[src/rtl/spi_temp_ctrl.sv]
// SPI master sequencer for the temperature sensor: runs one read-only 24-bit
// mode-0 frame on request or periodically, then strobes the word into SPI_register.
module spi_temp_ctrl #(
    parameter int CLK_DIV       = 4,
    parameter int SAMPLE_PERIOD = 1000,
    parameter int CS_GUARD      = 2
) (
    input  logic        clk,
    input  logic        reset,
    input  logic        start,
    input  logic        auto_en,
    input  logic        clr_ovr,
    input  logic        miso,
    output logic        sclk,
    output logic        cs_n,
    output logic [23:0] reg_d_in,
    output logic        reg_load,
    output logic        busy,
    output logic        overrun
);
    localparam int HW = (CLK_DIV > 1) ? $clog2(CLK_DIV) : 1;
    localparam int GW = (CS_GUARD > 1) ? $clog2(CS_GUARD) : 1;
    localparam int PW = $clog2(SAMPLE_PERIOD);
    localparam logic [HW-1:0] HALF_MAX   = HW'(CLK_DIV - 1);
    localparam logic [GW-1:0] GUARD_MAX  = GW'(CS_GUARD - 1);
    localparam logic [PW-1:0] PERIOD_MAX = PW'(SAMPLE_PERIOD - 1);

    typedef enum logic [2:0] {IDLE, SETUP, SHIFT, HOLD, DONE} state_t;

    state_t          state, state_next;
    logic [HW-1:0]   half_cnt;
    logic [GW-1:0]   guard_cnt;
    logic [4:0]      bit_cnt;
    logic [PW-1:0]   period_cnt;
    logic [23:0]     shreg;
    logic            tick, trigger, half_tick;

    assign tick      = auto_en && (period_cnt == PERIOD_MAX);
    assign trigger   = start || tick;
    assign half_tick = (state == SHIFT) && (half_cnt == '0);

    always_ff @(posedge clk or posedge reset) begin
        if (reset) state <= IDLE;
        else       state <= state_next;
    end

    always_comb begin
        state_next = state;
        case (state)
            IDLE:    if (trigger) state_next = SETUP;
            SETUP:   if (guard_cnt == '0) state_next = SHIFT;
            SHIFT:   if (half_tick && sclk && (bit_cnt == 5'd23)) state_next = HOLD;
            HOLD:    if (guard_cnt == '0) state_next = DONE;
            DONE:    state_next = IDLE;
            default: state_next = IDLE;
        endcase
    end

    // Outputs are registered from the next state so every port is a flop.
    always_ff @(posedge clk or posedge reset) begin
        if (reset) begin
            half_cnt   <= '0;
            guard_cnt  <= '0;
            bit_cnt    <= '0;
            period_cnt <= '0;
            shreg      <= '0;
            sclk       <= 1'b0;
            cs_n       <= 1'b1;
            reg_d_in   <= '0;
            reg_load   <= 1'b0;
            busy       <= 1'b0;
            overrun    <= 1'b0;
        end else begin
            if ((state_next != state) && (state_next == SETUP || state_next == HOLD))
                guard_cnt <= GUARD_MAX;
            else if ((state == SETUP || state == HOLD) && guard_cnt != '0)
                guard_cnt <= guard_cnt - GW'(1);

            if (state != SHIFT || half_cnt == '0) half_cnt <= HALF_MAX;
            else                                  half_cnt <= half_cnt - HW'(1);

            if (half_tick) sclk <= ~sclk;

            // Sample on the low-to-high transition; count bits on the fall.
            if (half_tick && !sclk) shreg <= {shreg[22:0], miso};

            if (state != SHIFT)                             bit_cnt <= '0;
            else if (half_tick && sclk && bit_cnt != 5'd23) bit_cnt <= bit_cnt + 5'd1;

            if (!auto_en || period_cnt == PERIOD_MAX) period_cnt <= '0;
            else                                      period_cnt <= period_cnt + PW'(1);

            cs_n     <= !(state_next == SETUP || state_next == SHIFT || state_next == HOLD);
            busy     <= (state_next != IDLE);
            reg_load <= (state_next == DONE);
            if (state_next == DONE) reg_d_in <= shreg;

            if (trigger && state != IDLE) overrun <= 1'b1;
            else if (clr_ovr)             overrun <= 1'b0;
        end
    end
endmodule

[config.mk]
export PLATFORM = sky130hd
export DESIGN_NAME = spi_temp_ctrl
export DESIGN_NICKNAME = d
export VERILOG_FILES = /design/src/rtl/spi_temp_ctrl.sv
export SDC_FILE = /design/constraint.sdc
export NUM_CORES = 1
export LEC_CHECK = 0
export CORE_MARGIN = 2
export CORE_UTILIZATION = 40
export DETAILED_ROUTE_END_ITERATION = 12
export SETUP_SLACK_MARGIN = 0.4
export SKIP_CTS_REPAIR_TIMING = 1
export SYNTH_ARGS = -nofsm -noshare
export SYNTH_HDL_FRONTEND = slang
export SYNTH_SLANG_ARGS = --single-unit
[constraint.sdc]
create_clock -name clk -period 2.6 [get_ports clk]
set_input_delay 0.26 -clock clk [delete_from_list [all_inputs] [get_ports clk]]
set_output_delay 0.26 -clock clk [all_outputs]
set_load 0.02 [all_outputs]
==> summary.txt <==
Finish
  – Highest-count cells in the layout ignoring fill and taps: dfrtp_1 (73), mux2_2 (48), clkdlybuf4s50_1 (34)
  – Layout Cells excl Fill: 364
  – Nets: 269
  – Layout cell share with drive strength beyond 1: between 20 and 30%
  – # diodes: 0
  – Synth-to-Final Area Change: 21.3%
  – Commonest non-fill, non-tap cell in the layout: dfrtp_1

Worst setup path
  – CP cell instances: or3b_4 -> nor3b_4 -> buf_4 -> mux2_2
  – Delay-heaviest family, CP: simple AND/OR/NAND/NOR gates
  – Slowest CP cell: or3b_4
  – CP max stage delay: 510 ps
  – Buf/Inv on CP: 1
  – Arr. time, crit path: about 2200 ps
  – Max FO, Critical Path: 24
  – Crit path capture type: register
  – CP Launch Type: register
  – Crit path kind: reg2reg
  – Worst EP required: 2820 ps

Drt
  – Vias: 1808
  – Drt drc: 0
  – Drt first-iter violations: 62
  – Avg Vias per Cell: ~5.0
  – ANT nets after route: 0
  – WL/cell: 13.5 um
  – Drt total wl: 4910 um
  – Drt pass-1 iters: 4

Clocking
  – Root buf cell: clkbuf_8
  – Worst skew pair latency: ~340 ps
  – CTS tree: built
  – Clock Sinks: 74
  – Worst-path clk slew: approximately 80 ps
  – CTS Buf Count: 9
  – H-tree levels: 3
  – Clk buf depth: 2

STA
  – Setup TNS: 0 ps
  – Pin slew with the least headroom to its limit: 698 ps
  – Rel. slew slack: 53.3%
  – # setup viols final: 0
  – Fin crit share: between 70% and 80%
  – Max Freq: 505 MHz
  – Worst Skew: 8.12 ps
  – RSZ-0062 raised after global routing: false
  – Tmin final: between 1500 and 2000 ps
  – Fin. Hold Viols: 0
  – Final-report max-slew violation count: 0

GRT
  – Largest net degree at the start of global routing: 50
  – First-pass GRT wire length: 8560 um
  – GR Overflow Total: 0
  – GRT Overall Usage: 13.1%
  – Initial antenna violation count: 0
  – Vias in the first global route: roughly 1800

Status
  – Status: finished clean

Power and ir drop
  – VDD IR max: 0.000356 V
  – Pwr Density: between 500 and 600 nW/um2
  – Leak: 1.68 nW

Place
  – GPL Wtd Cong: 0.749
  – Port bufs: 34
  – Final HPWL DP: 3240 um
  – Placed Cells: roughly 350

Synth
  – Syn avg cell area: 13.8 um2
  – Multiplexer share of the synthesized area: 18.4%
  – XOR/XNOR Fraction of Synth Area: 1.44%
  – Main combinational cell family by area after synthesis: multiplexers
  – Cell variety after synth: 38
  – YS warnings: 0
  – Synthesized Nets: 230
  – Adder-Cell Fraction of Synth Area: 1.23%
  – Sequential fraction of the synthesis area: 60.8%
  – Synth Cell Area: 3050 um2
  – Post-Synthesis Cells: 221
  – Post-Synth Simple-Gate Area: between 9 and 10%
  – Compound-Gate Fraction of Synth Area: 5.05%
  – #FFs+latches synth: 74

Die
  – Die Span Y: 91.3 um
  – Io pins: 35
  – Initial Util: 41.6%
  – Die span in x: 91.3 um
  – # rows: 31
  – Die Area: approximately 8300 um2
  – Core area: 7330 um2

Run
  – Max-cap viol count: 0

Hold path
  – Tightest Hold Check Type: in2async
## worst register-to-register path, stage by stage (launching register included)
cell and delay, ps:
dfrtp_1 480, or3b_4 510, nor3b_4 180, buf_4 310, mux2_2 390
## per-stage QoR
step / setup WS, ps / total power [W] / instance area, um2 / hold slack [ps] / util, %
4_1_cts: 608 / 0.00223 / 3700 / 297 / 50.4
3_5_place_dp: 620 / 0.00125 / 3480 / 424 / 47.5
6_report: 619 / 0.00219 / 3700 / 292 / 50.4
3_3_place_gp: 655 / 0.00125 / 3480 / 423 / 47.5
2_1_floorplan: 460 / 0.00122 / 3050 / 369 / -
5_1_grt: 513 / 0.00230 / 3700 / 326 / 50.4
## synthesized netlist by cell type (all sizes together)
cell type	count	area, um2
dfrtp	73	1830
mux2	48	541
a21oi	9	45.0
inv	8	30.0
nand2	8	30.0
buf	7	60.1
nand3	6	30.0
nor2	6	22.5
o31ai	6	45.0
o21ai	4	20.0
or3	4	26.3
or4	4	30.0
and2	3	18.8
ha	3	37.5
nand4	3	18.8
xnor2	3	26.3
and3b	2	20.0
clkbuf	2	7.51
mux2i	2	20.0
nand4b	2	17.5
nor3b	2	26.3
o211ai	2	15.0
xor2	2	17.5
a221o	1	11.3
and4b	1	10.0
dfstp	1	26.3
nand2b	1	6.26
nand3b	1	7.51
nor2b	1	6.26
nor3	1	5.00
nor4	1	6.26
nor4b	1	8.76
o22ai	1	6.26
o41a	1	11.3
or3b	1	11.3
## where the power goes
part           total (W)  internal, W  switching, W
Clock           0.000971     0.000544      0.000427
Sequential       0.00117      0.00116    0.00000733
Combinational  0.0000545    0.0000210     0.0000334
## metal layers
layer  wire length [um]  GRT usage, %  vias up
li1                   -             -      873
met1               2330          16.7      894
met2               2320          20.0       37
met3                180          4.98        4
met4                 80          5.68        0
met5                  0             0        -
## state kept, by name, summed over array words and instances (netlist names)
| register | flops |
|---|---|
| period_cnt | 10 |
| cs_n | 1 |
| busy | 1 |
| guard_cnt | 1 |
| shreg | 24 |
| bit_cnt | 5 |
| reg_load | 1 |
| sclk | 1 |
| half_cnt | 2 |
| state | 3 |
| overrun | 1 |
| reg_d_in | 24 |
## area by class of cell
type                       instances  area [um2]
clock buffer                      10         128
tap                               99         124
fill                             637        3630
timing repair buffer              37         375
sequential                        74        1850
clock inverter                     6        90.1
inverter                           8        30.0
multi-input combinational        130        1100
## final timing paths
kind	from	endpoint	slack (ps)	cells past startpoint
hold reg to reg	half_cnt[0]$_DFF_PP0_	half_cnt[0]$_DFF_PP0_	430	1
hold / removal	reset	period_cnt[6]$_DFF_PP0_	290	2
setup reg to reg	state[2]$_DFF_PP0_	shreg[1]$_DFFE_PP0P_	620	4
setup / recovery	state[2]$_DFF_PP0_	shreg[1]$_DFFE_PP0P_	620	4
min in group clk	half_cnt[0]$_DFF_PP0_	half_cnt[0]$_DFF_PP0_	430	1
max in group asynchronous	reset	reg_d_in[16]$_DFFE_PP0P_	1680	3
## kinds of logic after synthesis
kind of cell / count (synthesis)
xor+xnor: 5
fa+ha+maj: 3
compound gates: 24
simple gates: 48
buf+inv: 17
flops: 74
mux: 50
(Power assumes the default switching activity.)
